### src/rtl/apb_fetch_master_if.sv
// APB3 bus bundle between the instruction-fetch master and the instruction memory.
interface apb_fetch_master_if #(
    parameter int ADDR_W = 16,
    parameter int DATA_W = 16
);
    logic [ADDR_W-1:0] paddr;
    logic              psel;
    logic              penable;
    logic              pwrite;
    logic [DATA_W-1:0] pwdata;
    logic [DATA_W-1:0] prdata;
    logic              pready;
    logic              pslverr;

    modport master (
        output paddr, psel, penable, pwrite, pwdata,
        input  prdata, pready, pslverr
    );

    modport slave (
        input  paddr, psel, penable, pwrite, pwdata,
        output prdata, pready, pslverr
    );
endinterface

### src/rtl/apb_fetch_master.sv
// APB3 instruction-fetch master: prefetches sequential words into a show-ahead
// buffer, supports PC redirect with flush, slave-error halt and wait-state timeout.
module apb_fetch_master #(
    parameter int                ADDR_W   = 16,
    parameter int                DATA_W   = 16,
    parameter int                DEPTH    = 4,
    parameter int                TIMEOUT  = 15,
    parameter logic [ADDR_W-1:0] RESET_PC = '0
) (
    input  logic              clk,
    input  logic              reset,
    input  logic              redirect_valid,
    input  logic [ADDR_W-1:0] redirect_pc,
    output logic              instr_valid,
    output logic [DATA_W-1:0] instr_data,
    output logic [ADDR_W-1:0] instr_pc,
    input  logic              instr_ready,
    output logic              fetch_err,
    output logic              halted,
    apb_fetch_master_if.master apb
);
    localparam int PTR_W = (DEPTH > 1) ? $clog2(DEPTH) : 1;
    localparam int CNT_W = $clog2(DEPTH + 1);
    localparam int TMR_W = $clog2(TIMEOUT + 1);

    typedef enum logic [1:0] {IDLE, SETUP, ACCESS, HALT} state_t;

    state_t            state;
    logic [DATA_W-1:0] buf_data [DEPTH];
    logic [ADDR_W-1:0] buf_pc   [DEPTH];
    logic [PTR_W-1:0]  wr_ptr, rd_ptr;
    logic [CNT_W-1:0]  count, count_next;
    logic [ADDR_W-1:0] fetch_pc, pc_next;
    logic [TMR_W-1:0]  timer;
    logic              discard;
    logic              push, pop;

    assign instr_valid = (count != '0);
    assign instr_data  = buf_data[rd_ptr];
    assign instr_pc    = buf_pc[rd_ptr];
    assign apb.pwrite  = 1'b0;
    assign apb.pwdata  = '0;

    // Redirect overrides both a completing push and a consumer pop.
    always_comb begin
        push       = (state == ACCESS) && apb.pready && !apb.pslverr && !discard && !redirect_valid;
        pop        = instr_valid && instr_ready && !redirect_valid;
        count_next = redirect_valid ? '0 : count + CNT_W'(push) - CNT_W'(pop);
        pc_next    = redirect_valid ? redirect_pc : (push ? fetch_pc + ADDR_W'(1) : fetch_pc);
    end

    always_ff @(posedge clk) begin
        if (!reset) begin
            state       <= IDLE;
            apb.psel    <= 1'b0;
            apb.penable <= 1'b0;
            apb.paddr   <= RESET_PC;
            fetch_err   <= 1'b0;
            halted      <= 1'b0;
            count       <= '0;
            wr_ptr      <= '0;
            rd_ptr      <= '0;
            fetch_pc    <= RESET_PC;
            timer       <= '0;
            discard     <= 1'b0;
        end else begin
            fetch_err <= 1'b0;
            count     <= count_next;
            fetch_pc  <= pc_next;
            if (redirect_valid) begin
                wr_ptr <= '0;
                rd_ptr <= '0;
                halted <= 1'b0;
            end else begin
                if (push) begin
                    buf_data[wr_ptr] <= apb.prdata;
                    buf_pc[wr_ptr]   <= fetch_pc;
                    wr_ptr           <= wr_ptr + PTR_W'(1);
                end
                if (pop)
                    rd_ptr <= rd_ptr + PTR_W'(1);
            end

            case (state)
                IDLE: begin
                    if (!redirect_valid && count < CNT_W'(DEPTH)) begin
                        state     <= SETUP;
                        apb.psel  <= 1'b1;
                        apb.paddr <= fetch_pc;
                    end
                end
                SETUP: begin
                    state       <= ACCESS;
                    apb.penable <= 1'b1;
                    if (redirect_valid)
                        discard <= 1'b1;
                end
                ACCESS: begin
                    if (apb.pready) begin
                        timer       <= '0;
                        discard     <= 1'b0;
                        apb.penable <= 1'b0;
                        if (apb.pslverr && !discard && !redirect_valid) begin
                            fetch_err <= 1'b1;
                            halted    <= 1'b1;
                            apb.psel  <= 1'b0;
                            state     <= HALT;
                        end else if (count_next < CNT_W'(DEPTH)) begin
                            state     <= SETUP;
                            apb.paddr <= pc_next;
                        end else begin
                            state    <= IDLE;
                            apb.psel <= 1'b0;
                        end
                    end else if (timer == TMR_W'(TIMEOUT - 1)) begin
                        // A timeout on a transfer already marked for discard is silent.
                        timer       <= '0;
                        apb.psel    <= 1'b0;
                        apb.penable <= 1'b0;
                        if (discard || redirect_valid) begin
                            discard <= 1'b0;
                            state   <= IDLE;
                        end else begin
                            fetch_err <= 1'b1;
                            halted    <= 1'b1;
                            state     <= HALT;
                        end
                    end else begin
                        timer <= timer + TMR_W'(1);
                        if (redirect_valid)
                            discard <= 1'b1;
                    end
                end
                HALT: begin
                    if (redirect_valid)
                        state <= IDLE;
                end
                default: state <= IDLE;
            endcase
        end
    end
endmodule

### src/flat_wrapper.sv
// flat-port wrapper written by rule: the top's interface ports become plain ports
module apb_fetch_master_flat 
#(
    parameter int                ADDR_W   = 16,
    parameter int                DATA_W   = 16,
    parameter int                DEPTH    = 4,
    parameter int                TIMEOUT  = 15,
    parameter logic [ADDR_W-1:0] RESET_PC = '0
)
  (clk, reset, redirect_valid, redirect_pc, instr_valid, instr_data, instr_pc, instr_ready, fetch_err, halted, apb_paddr, apb_psel, apb_penable, apb_pwrite, apb_pwdata, apb_prdata, apb_pready, apb_pslverr);
  apb_fetch_master_if #(.ADDR_W(ADDR_W), .DATA_W(DATA_W)) apb_i ();
  input  logic clk;
  input  logic reset;
  input  logic redirect_valid;
  input  logic [ADDR_W-1:0] redirect_pc;
  output logic instr_valid;
  output logic [DATA_W-1:0] instr_data;
  output logic [ADDR_W-1:0] instr_pc;
  input  logic instr_ready;
  output logic fetch_err;
  output logic halted;
  output wire logic [$bits(apb_i.paddr)-1:0] apb_paddr;
  output wire logic [$bits(apb_i.psel)-1:0] apb_psel;
  output wire logic [$bits(apb_i.penable)-1:0] apb_penable;
  output wire logic [$bits(apb_i.pwrite)-1:0] apb_pwrite;
  output wire logic [$bits(apb_i.pwdata)-1:0] apb_pwdata;
  input wire logic [$bits(apb_i.prdata)-1:0] apb_prdata;
  input wire logic [$bits(apb_i.pready)-1:0] apb_pready;
  input wire logic [$bits(apb_i.pslverr)-1:0] apb_pslverr;
  assign apb_paddr = apb_i.paddr;
  assign apb_psel = apb_i.psel;
  assign apb_penable = apb_i.penable;
  assign apb_pwrite = apb_i.pwrite;
  assign apb_pwdata = apb_i.pwdata;
  assign apb_i.prdata = apb_prdata;
  assign apb_i.pready = apb_pready;
  assign apb_i.pslverr = apb_pslverr;
  apb_fetch_master #(.ADDR_W(ADDR_W), .DATA_W(DATA_W), .DEPTH(DEPTH), .TIMEOUT(TIMEOUT), .RESET_PC(RESET_PC)) u_core (.clk(clk), .reset(reset), .redirect_valid(redirect_valid), .redirect_pc(redirect_pc), .instr_valid(instr_valid), .instr_data(instr_data), .instr_pc(instr_pc), .instr_ready(instr_ready), .fetch_err(fetch_err), .halted(halted), .apb(apb_i));
endmodule
### config.mk
export PLATFORM = sky130hd
export DESIGN_NAME = apb_fetch_master_flat
export DESIGN_NICKNAME = d
export VERILOG_FILES = /design/src/rtl/apb_fetch_master_if.sv /design/src/rtl/apb_fetch_master.sv /design/src/flat_wrapper.sv
export SDC_FILE = /design/constraint.sdc
export NUM_CORES = 1
export LEC_CHECK = 0
export CORE_MARGIN = 2
export CORE_UTILIZATION = 45
export DETAILED_ROUTE_END_ITERATION = 12
export GPL_ROUTABILITY_DRIVEN = 0
export GPL_TIMING_DRIVEN = 0
export PLACE_DENSITY = 0.69
export SLEW_MARGIN = 20
export SYNTH_ARGS = -nofsm -noshare
export SYNTH_HDL_FRONTEND = slang
export SYNTH_SLANG_ARGS = --single-unit
### constraint.sdc
create_clock -name clk -period 3.8 [get_ports clk]
set_input_delay 0.76 -clock clk [delete_from_list [all_inputs] [get_ports clk]]
set_output_delay 0.76 -clock clk [all_outputs]
set_load 0.05 [all_outputs]
==> results of run 1 <==
## layout by cell type (no fill, tap or decap), drive strengths merged, types with 6 or more instances in the layout
| master | count |
|---|---|
| o21ai | 26 |
| nor2 | 44 |
| buf | 37 |
| nor3 | 6 |
| conb | 17 |
| clkbuf | 36 |
| mux2i | 6 |
| nand4 | 6 |
| clkinv | 9 |
| mux4 | 32 |
| inv | 18 |
| nand2 | 31 |
| ha | 13 |
| and3 | 13 |
| clkdlybuf4s50 | 89 |
| nand3 | 10 |
| edfxtp | 128 |
| a21oi | 21 |
| dfxtp | 52 |
## timing repair
item                       4_1_cts  5_1_grt
gates resized for setup          5        7
hold buffers                     0        0
gates cloned                     1        0
setup endpoints to repair       16       16
pin swaps                        1        1
buffers inserted                 1        0
## critical path, stage by stage
cell             delay (ps)
clkdlybuf4s50_1         530
buf_4                   200
inv_1                   150
and3_1                  220
ha_1                    290
inv_1                    40
ha_1                    190
fa_1                    370
xor3_2                  270
o2111ai_2               190
o21bai_4                250
buf_4                   190
nand2_1                  70
o32ai_1                 300
## routing by layer
layer / vias up / track usage (%) / part of all wire, %
li1: 2276 / - / -
met1: 2483 / 26.6 / 42
met2: 272 / 33.8 / 49
met3: 38 / 4.01 / 7.3
met4: 0 / 7.03 / 1.8
met5: - / 0 / 0
## stage by stage
step / worst slack, ps / power, mW / hold slack, ps
finish: 75.1 / 4.86 / 461
global route: 0.843 / 5.03 / 507
CTS: 3.48 / 4.85 / 466
detailed placement: -785 / 3.18 / 438
global placement: -705 / 3.16 / 440
floorplan: 515 / 2.88 / 458
## power by group through the flow
stage,Sequential [mW],Combinational (mW),Clock [mW]
2_1_floorplan,2.46,0.414,0
3_3_place_gp,2.31,0.851,0
3_5_place_dp,2.31,0.870,0
4_1_cts,2.27,0.903,1.68
5_1_grt,2.28,0.985,1.76
6_report,2.27,0.930,1.66
## layout make-up
class / count / area (um2) / area share (%)
repair buffers: 95 / 983 / 10.4
plain buffers: 49 / 275 / 2.90
clock inverters: 14 / 129 / 1.36
well taps: 220 / 275 / 2.90
flip-flops and latches: 180 / 4880 / 51.4
multi-input cells: 305 / 2460 / 25.9
clock buffers: 18 / 429 / 4.52
inverters: 17 / 63.8 / 0.672
## cell families after synthesis
logic type               Yosys count
buffers and inverters             66
AND/OR/NAND/NOR                  136
flip-flops                       180
adder cells (fa/ha/maj)           14
XOR/XNOR                           8
AO/OA/AOI/OAI                     90
other                              1
multiplexers                      40
## state kept, by name, indices dropped and copies added, names as in the netlist, 2 cells and up, named ones only
register and cells:
u_core.buf_data 64, u_core.buf_pc 64, u_core.apb.paddr 16, u_core.fetch_pc 16, u_core.timer 4, u_core.count 3
u_core.rd_ptr 2, u_core.state 2, u_core.wr_ptr 2
## how the worst max path moves through the flow
stage	from	to	slack, ps	depth (start not counted)
3_5_place_dp	redirect_valid	u_core.apb.paddr[8]	-790	14
3_3_place_gp	redirect_valid	u_core.apb.paddr[8]	-700	14
5_1_grt	redirect_valid	u_core.apb.paddr[2]	0.8	14
2_1_floorplan	redirect_valid	u_core.apb.paddr[3]	510	13
4_1_cts	redirect_valid	u_core.apb.paddr[2]	3	14
6_report	redirect_valid	u_core.apb.paddr[2]	80	14
## cells in the mapped netlist (2+ instances only)
library cell and count:
edfxtp_1 128, dfxtp_1 52, nor2_1 43, mux4_2 32, nand2_1 31, o21ai_0 25
a21oi_1 21, clkbuf_1 19, buf_4 17, inv_1 15, and3_1 13, ha_1 13
nand3_1 10, buf_2 8, mux2i_1 6, nand4_1 6, nor3_1 6, a31oi_1 5
a211oi_1 4, and2_1 4, buf_1 4, o221ai_1 4, xor2_1 4, a41oi_1 3
and4_1 3, nand2b_1 3, nor2b_1 3, o211ai_1 3, o32ai_1 3, or3_1 3
xnor2_1 3, a221oi_1 2, a22oi_1 2, a311oi_1 2, clkinv_1 2, nor3b_2 2
o21bai_1 2, o31ai_1 2
==> results.txt, run 1 <==
----------------------------------------------------
[Yosys]
  Largest cells by area after synthesis ... edfxtp_1 51%, dfxtp_1 14%, mux4_2 9.5%, ha_1 2.1%, nor2_1 2.1%
  Post-synthesis share of cell area spent on xor and xnor gates ... roughly 1.1%
  Fraction of the mapped netlist area in compound gates ... under 10%
  Top cell type's share of synthesized area ... 50.6%
  Sequential cell area fraction in the yosys report ... 64.3%
  Number of synthesized flops with an enable pin ... roughly 130
  Dominant synthesized flop cell ... edfxtp_1
  Simple-Gate Fraction of Synth Area ... a little under a tenth
  Yosys reg bits ... between 150 and 200
  Largest family of logic cells by synthesized area ... multiplexers
  Area share of fa/ha/maj cells after synthesis ... between 2 and 2.5%
  Number of distinct library cells after synthesis ... 65
  Post-synth design cell area ... 0.00759 mm2
  Synthesized netlist cell count ... roughly 540
  Synth async-reset ratio ... 0%
  Number of warnings issued by yosys ... 0
  Multiplexer share of the synthesized area ... a little over a tenth
  Mean cell area of the mapped netlist ... 14.2 um2
  Library cell with the largest summed area after synthesis ... edfxtp_1

[Placed design]
  Placed wire-length estimate ... between 10 and 15 mm
  Cell count after placement ... around 860
  Port Buf Inserts ... between 80 and 90
  Post-detailed-placement cell area ... around 0.009 mm2

[Floorplan]
  Starting utilization of the core area ... about 46%
  Std cell rows ... 47
  Die X ... around 130 um
  Area enclosed by the die boundary ... between 0.015 and 0.02 mm2
  Floorplan die height ... approximately 130 um
  Core Footprint ... between 0.015 and 0.02 mm2
  Io pins ... around 110

[Critical path]
  Critical path data arrival time ... approximately 4000 ps
  Required time worst endpoint ... a little over 4000 ps
  Launching point of the worst reg2reg path ... u_core.state[0]
  Classification of the worst setup path ... in -> reg
  Startpoint class of the critical path ... primary input
  Sort of element at the end of the critical path ... register
  Reg-to-Reg End ... u_core.apb.paddr[9]
  Worst reg-to-reg path cell count ... 14
  Setup slack of the worst register-to-register path ... 460 ps
  Worst Path Max Fanout ... 10

[CTS]
  H-tree depth reported by CTS ... 4
  CTS sink count ... between 150 and 200
  Max Root-Sink Buffers ... 2
  Number of buffers inserted during clock tree synthesis ... 17
  Root buffer cell ... clkbuf_16
  Worst-Skew Late Latency ... roughly 430 ps
  TritonCTS clock tree ... done
  Clock slew at the register clock pins of the worst setup and hold paths ... around 70 ps

[Timing]
  Fmax ... ~270 MHz
  Final worst-path cycle share ... a little over nine tenths
  Worst-case headroom to the max-slew limit ... a little over half
  Min Tclk post-route ... between 3000 and 4000 ps
  Final Slew Violations ... 0
  Fin Clk Skew ... roughly 9 ps
  Slew at the pin closest to its max-slew limit ... roughly 710 ps
  Setup repair after global routing missed its margin ... false
  Sum Neg Setup Slack ... 0 ps
  Final Hold Violating Endpoints ... 0
  Number of setup violations in the final report ... 0

[Pwr]
  Relative contribution of the clock network to total power ... roughly 34%
  Combinational cell fraction of total power ... a little under a fifth
  Pwr/cell area ... around 500 mW/mm2
  Net switching power figure ... approximately 1.4 mW
  Reported leakage power ... approximately 3.3 nW
  Share of total power in sequential cells ... between 40% and 50%
  Cell Int Power ... ~3.4 mW
  Sw frac ... between 20% and 30%
  Worst IR drop on VDD ... approximately 350 uV

[Layout]
  Filler instances ... 1260
  Finished layout cell area ... between 0.009 and 0.01 mm2
  P&R area growth vs syn ... 25.2%
  Antenna cell count ... 0
  Final net count ... slightly above 700
  Layout cells sized above 1 ... between 10% and 20%
  Number of standard cells in the layout, taps in and fillers out ... roughly 900
  Final Core Density ... a little under three fifths

[Global route]
  Number of antenna violations at the first check in global routing ... 0
  Pin count of the biggest net entering global routing ... 27
  Overall overflow remaining after global route ... 0
  Via count of the first global-routing pass ... between 5000 and 6000
  Global Route Usage Sum ... between 20% and 30%
  Global-route wire length before repair ... between 20 and 30 mm

[Detailed routing]
  Detailed-routing iteration count for the pre-antenna-repair pass ... 8
  Number of vias after detailed routing ... 5069
  Post-detailed-route count of antenna-violating nets ... 0
  Final routed DRC violation total ... 0
  Initial DRC count ... 538
  Vias per inst ... between 5 and 6
  Total wirelength of the detailed-routed design ... between 15 and 20 mm
  Detail-routed net length per standard cell ... between 15 and 20 um

[Min path]
  Kind of path behind the tightest hold check ... reg -> reg
  Worst Hold Path EP ... u_core.halted
  Worst Hold Path Cells ... 1
  Startpoint of the most critical hold path ... u_core.halted

[Run]
  Number of max-cap violations ... 0

[Outcome]
  Outcome ... finished clean

----------------------------------------------------
No activity file was read; power rests on OpenSTA's default activity.
==> run 2: changes to the inputs <==
--- a/config.mk
+++ b/config.mk
@@ -5,6 +5,7 @@
 export SDC_FILE = /design/constraint.sdc
 export NUM_CORES = 1
 export LEC_CHECK = 0
+export ABC_AREA = 1
 export CORE_MARGIN = 2
 export CORE_UTILIZATION = 45
 export DETAILED_ROUTE_END_ITERATION = 12
==> run 2 against run 1 <==
Power up 8.1%; maximum frequency up 4.1%; first-iteration DRC count fell by 9.7%; global-route usage is 0.42 points lower; design area rose by 2.5%; sequential power barely moved; routed wire length grew 1.4%; critical path type is now reg -> out.
==> results.txt, run 2 <==
----------------------------------------------------
[Outcome]
  Outcome ... finished clean

[Yosys]
  Library cell with the largest summed area after synthesis ... edfxtp_1
  Number of synthesized flops with an enable pin ... between 100 and 150
  Dominant synthesized flop cell ... edfxtp_1
  Largest cells by area after synthesis ... edfxtp_1 49%, dfxtp_1 13%, nand2_1 5.5%, nor2_1 5.5%, o21ai_0 5.1%
  Yosys reg bits ... 180
  Top cell type's share of synthesized area ... between 40% and 50%
  Sequential cell area fraction in the yosys report ... between 60% and 70%
  Number of warnings issued by yosys ... 0
  Number of distinct library cells after synthesis ... 32
  Synthesized netlist cell count ... a little under 800
  Post-synth design cell area ... between 0.007 and 0.008 mm2
  Ranking of synthesized cells by instance count ... 128 x edfxtp_1, 113 x nand2_1, 113 x nor2_1
  Count leader, synth ... edfxtp_1
  Mean cell area of the mapped netlist ... 10.0 um2
  Synth async-reset ratio ... 0%

[Floorplan]
  Area enclosed by the die boundary ... approximately 0.018 mm2
  Core Footprint ... about 0.017 mm2
  Floorplan die height ... ~140 um
  Starting utilization of the core area ... a little under half
  Io pins ... roughly 110
  Die X ... between 100 and 150 um
  Std cell rows ... 48

[CTS]
  TritonCTS clock tree ... done
  Number of buffers inserted during clock tree synthesis ... 17
  Root buffer cell ... clkbuf_16
  Worst-Skew Late Latency ... roughly 430 ps
  Hold-fix buffers at CTS ... 0
  CTS sink count ... between 150 and 200
  Clock slew at the register clock pins of the worst setup and hold paths ... 70 ps
  Post-CTS setup buffer count ... 0
  H-tree depth reported by CTS ... 4
  Number of gates resized after cts ... 0
  Max Root-Sink Buffers ... 2

[Detailed routing]
  Detailed-routing iteration count for the pre-antenna-repair pass ... 5
  Detail-routed net length per standard cell ... around 15 um
  Total wirelength of the detailed-routed design ... between 15 and 20 mm
  Number of vias after detailed routing ... 5820
  Vias per inst ... between 5 and 6
  Metal2 WL ... approximately 8.5 mm
  Initial DRC count ... 486
  Uppermost routed layer ... met4
  Routed metal-1 wire length ... approximately 7.9 mm
  Met3 Wirelength ... 1.07 mm
  Final routed DRC violation total ... 0
  Post-detailed-route count of antenna-violating nets ... 0

[Placed design]
  Cell count after placement ... 1111
  Post-detailed-placement cell area ... 0.00915 mm2
  Port Buf Inserts ... 90
  Placed wire-length estimate ... roughly 12 mm
  Worst setup timing slack at the placement stage ... 45.2 ps

[Layout]
  Antenna cell count ... 0
  Most common cell after layout, fill and taps aside ... edfxtp_1
  Largest registers ... u_core.buf_data (64), u_core.buf_pc (64)
  Number of standard cells in the layout, taps in and fillers out ... about 1100
  Top library cells by usage in the layout, fill and taps aside ... 128 x edfxtp_1, 113 x nand2_1, 109 x nor2_1
  Final Core Density ... 56.9%
  P&R area growth vs syn ... 25.3%
  Layout cells sized above 1 ... under 10%
  Finished layout cell area ... between 0.009 and 0.01 mm2
  Final net count ... around 960

[Timing]
  Worst-case headroom to the max-slew limit ... 61.6%
  Hold slack final ... about 460 ps
  Final Hold Violating Endpoints ... 0
  Fmax ... ~280 MHz
  Final worst-path cycle share ... a little over nine tenths
  Setup repair after global routing missed its margin ... false
  Slew at the pin closest to its max-slew limit ... around 570 ps
  Sum Neg Setup Slack ... 0 ps
  Fin Clk Skew ... roughly 12 ps
  Final Slew Violations ... 0
  Number of setup violations in the final report ... 0
  PnR worst setup slack ... 223 ps
  Min Tclk post-route ... around 3600 ps

[Pwr]
  Total Power ... between 5 and 6 mW
  Pwr/cell area ... 539 mW/mm2
  Combinational cell fraction of total power ... between 20% and 30%
  Worst IR drop on VDD ... approximately 400 uV
  Sw frac ... between 30% and 40%
  Share of total power in sequential cells ... about 44%
  Net switching power figure ... between 1.5 and 2 mW
  Cell Int Power ... between 3 and 4 mW
  Reported leakage power ... between 3 and 4 nW
  Relative contribution of the clock network to total power ... 33.1%

[Min path]
  Kind of path behind the tightest hold check ... reg -> reg

[Global route]
  Global Route Usage Sum ... 19.8%
  Via count of the first global-routing pass ... 5534
  Global-route wire length before repair ... 28.0 mm
  Overall overflow remaining after global route ... 0
  Pin count of the biggest net entering global routing ... 23
  Number of antenna violations at the first check in global routing ... 0

[Critical path]
  Crit-path cells ... buf_2, clkinv_1, buf_1, nor2_1, o22ai_1, clkdlybuf4s50_1
  Required time worst endpoint ... between 3000 and 4000 ps
  Critical Path Max Stage Delay ... about 860 ps
  Critical path data arrival time ... 2820 ps
  Worst Path Max Fanout ... 10
  Classification of the worst setup path ... reg -> out
  Critical path's slowest cell ... clkdlybuf4s50_1
  Startpoint class of the critical path ... register
  Sort of element at the end of the critical path ... output pin

[Run]
  Number of max-cap violations ... 0

----------------------------------------------------
run 2: cell count changes after synthesis, sizes merged, moves of 6 or more:
cell   delta
nand2    +86
nor2     +77
o21ai    +63
inv      +47
mux4     -32
o22ai    +32
nand3    +27
a21oi    +24
and3     -13
mux2i     -6
run 2: cells by family after synthesis:
group,after synthesis,share of synthesized area (%)
flip-flops,180,62.8
AND/OR/NAND/NOR,294,16.3
XOR/XNOR,3,0.338
adder cells (fa/ha/maj),14,2.35
buffers and inverters,115,6.68
other,1,0.0482
AO/OA/AOI/OAI,169,11.5
run 2: critical path: cells and delay by family, from the launching register on:
family | cells | cell delay (ps)
simple gates | 1 | 80
flops | 1 | 320
compound gates | 1 | 280
buf+inv | 4 | 1700
run 2: power groups by stage:
stage | sequential [mW] | clock (mW) | combinational (mW)
floorplan | 2.62 | 0 | 0.552
global placement | 2.34 | 0 | 1.20
detailed placement | 2.34 | 0 | 1.20
CTS | 2.30 | 1.75 | 1.21
global route | 2.32 | 1.83 | 1.32
finish | 2.30 | 1.74 | 1.21
run 2: worst paths after layout:
| check | startpoint | to | slack, ps | cells past startpoint |
|---|---|---|---|---|
| worst min register to register | u_core.halted | u_core.halted | 460 | 1 |
| worst max-delay path | register | instr_pc[2] | 220 | 6 |
| worst min-delay path | u_core.halted | u_core.halted | 460 | 1 |
| worst max register to register | u_core.count[1] | u_core.apb.paddr[5] | 930 | 19 |
run 2: layout make-up:
type                    count  area, um2
well taps                 225        282
clock buffers              17        425
inverters                  63        236
plain buffers              52        283
multi-input cells         497       2460
fillers                  1471       7370
flip-flops and latches    180       4880
repair buffers             94       1000
clock inverters            15        166
run 2: layer usage:
layer / track usage [%] / vias to the layer above
li1: - / 2893
met1: 25.9 / 2713
met2: 33.4 / 196
met3: 4.23 / 18
met4: 5.90 / 0
met5: 0 / -
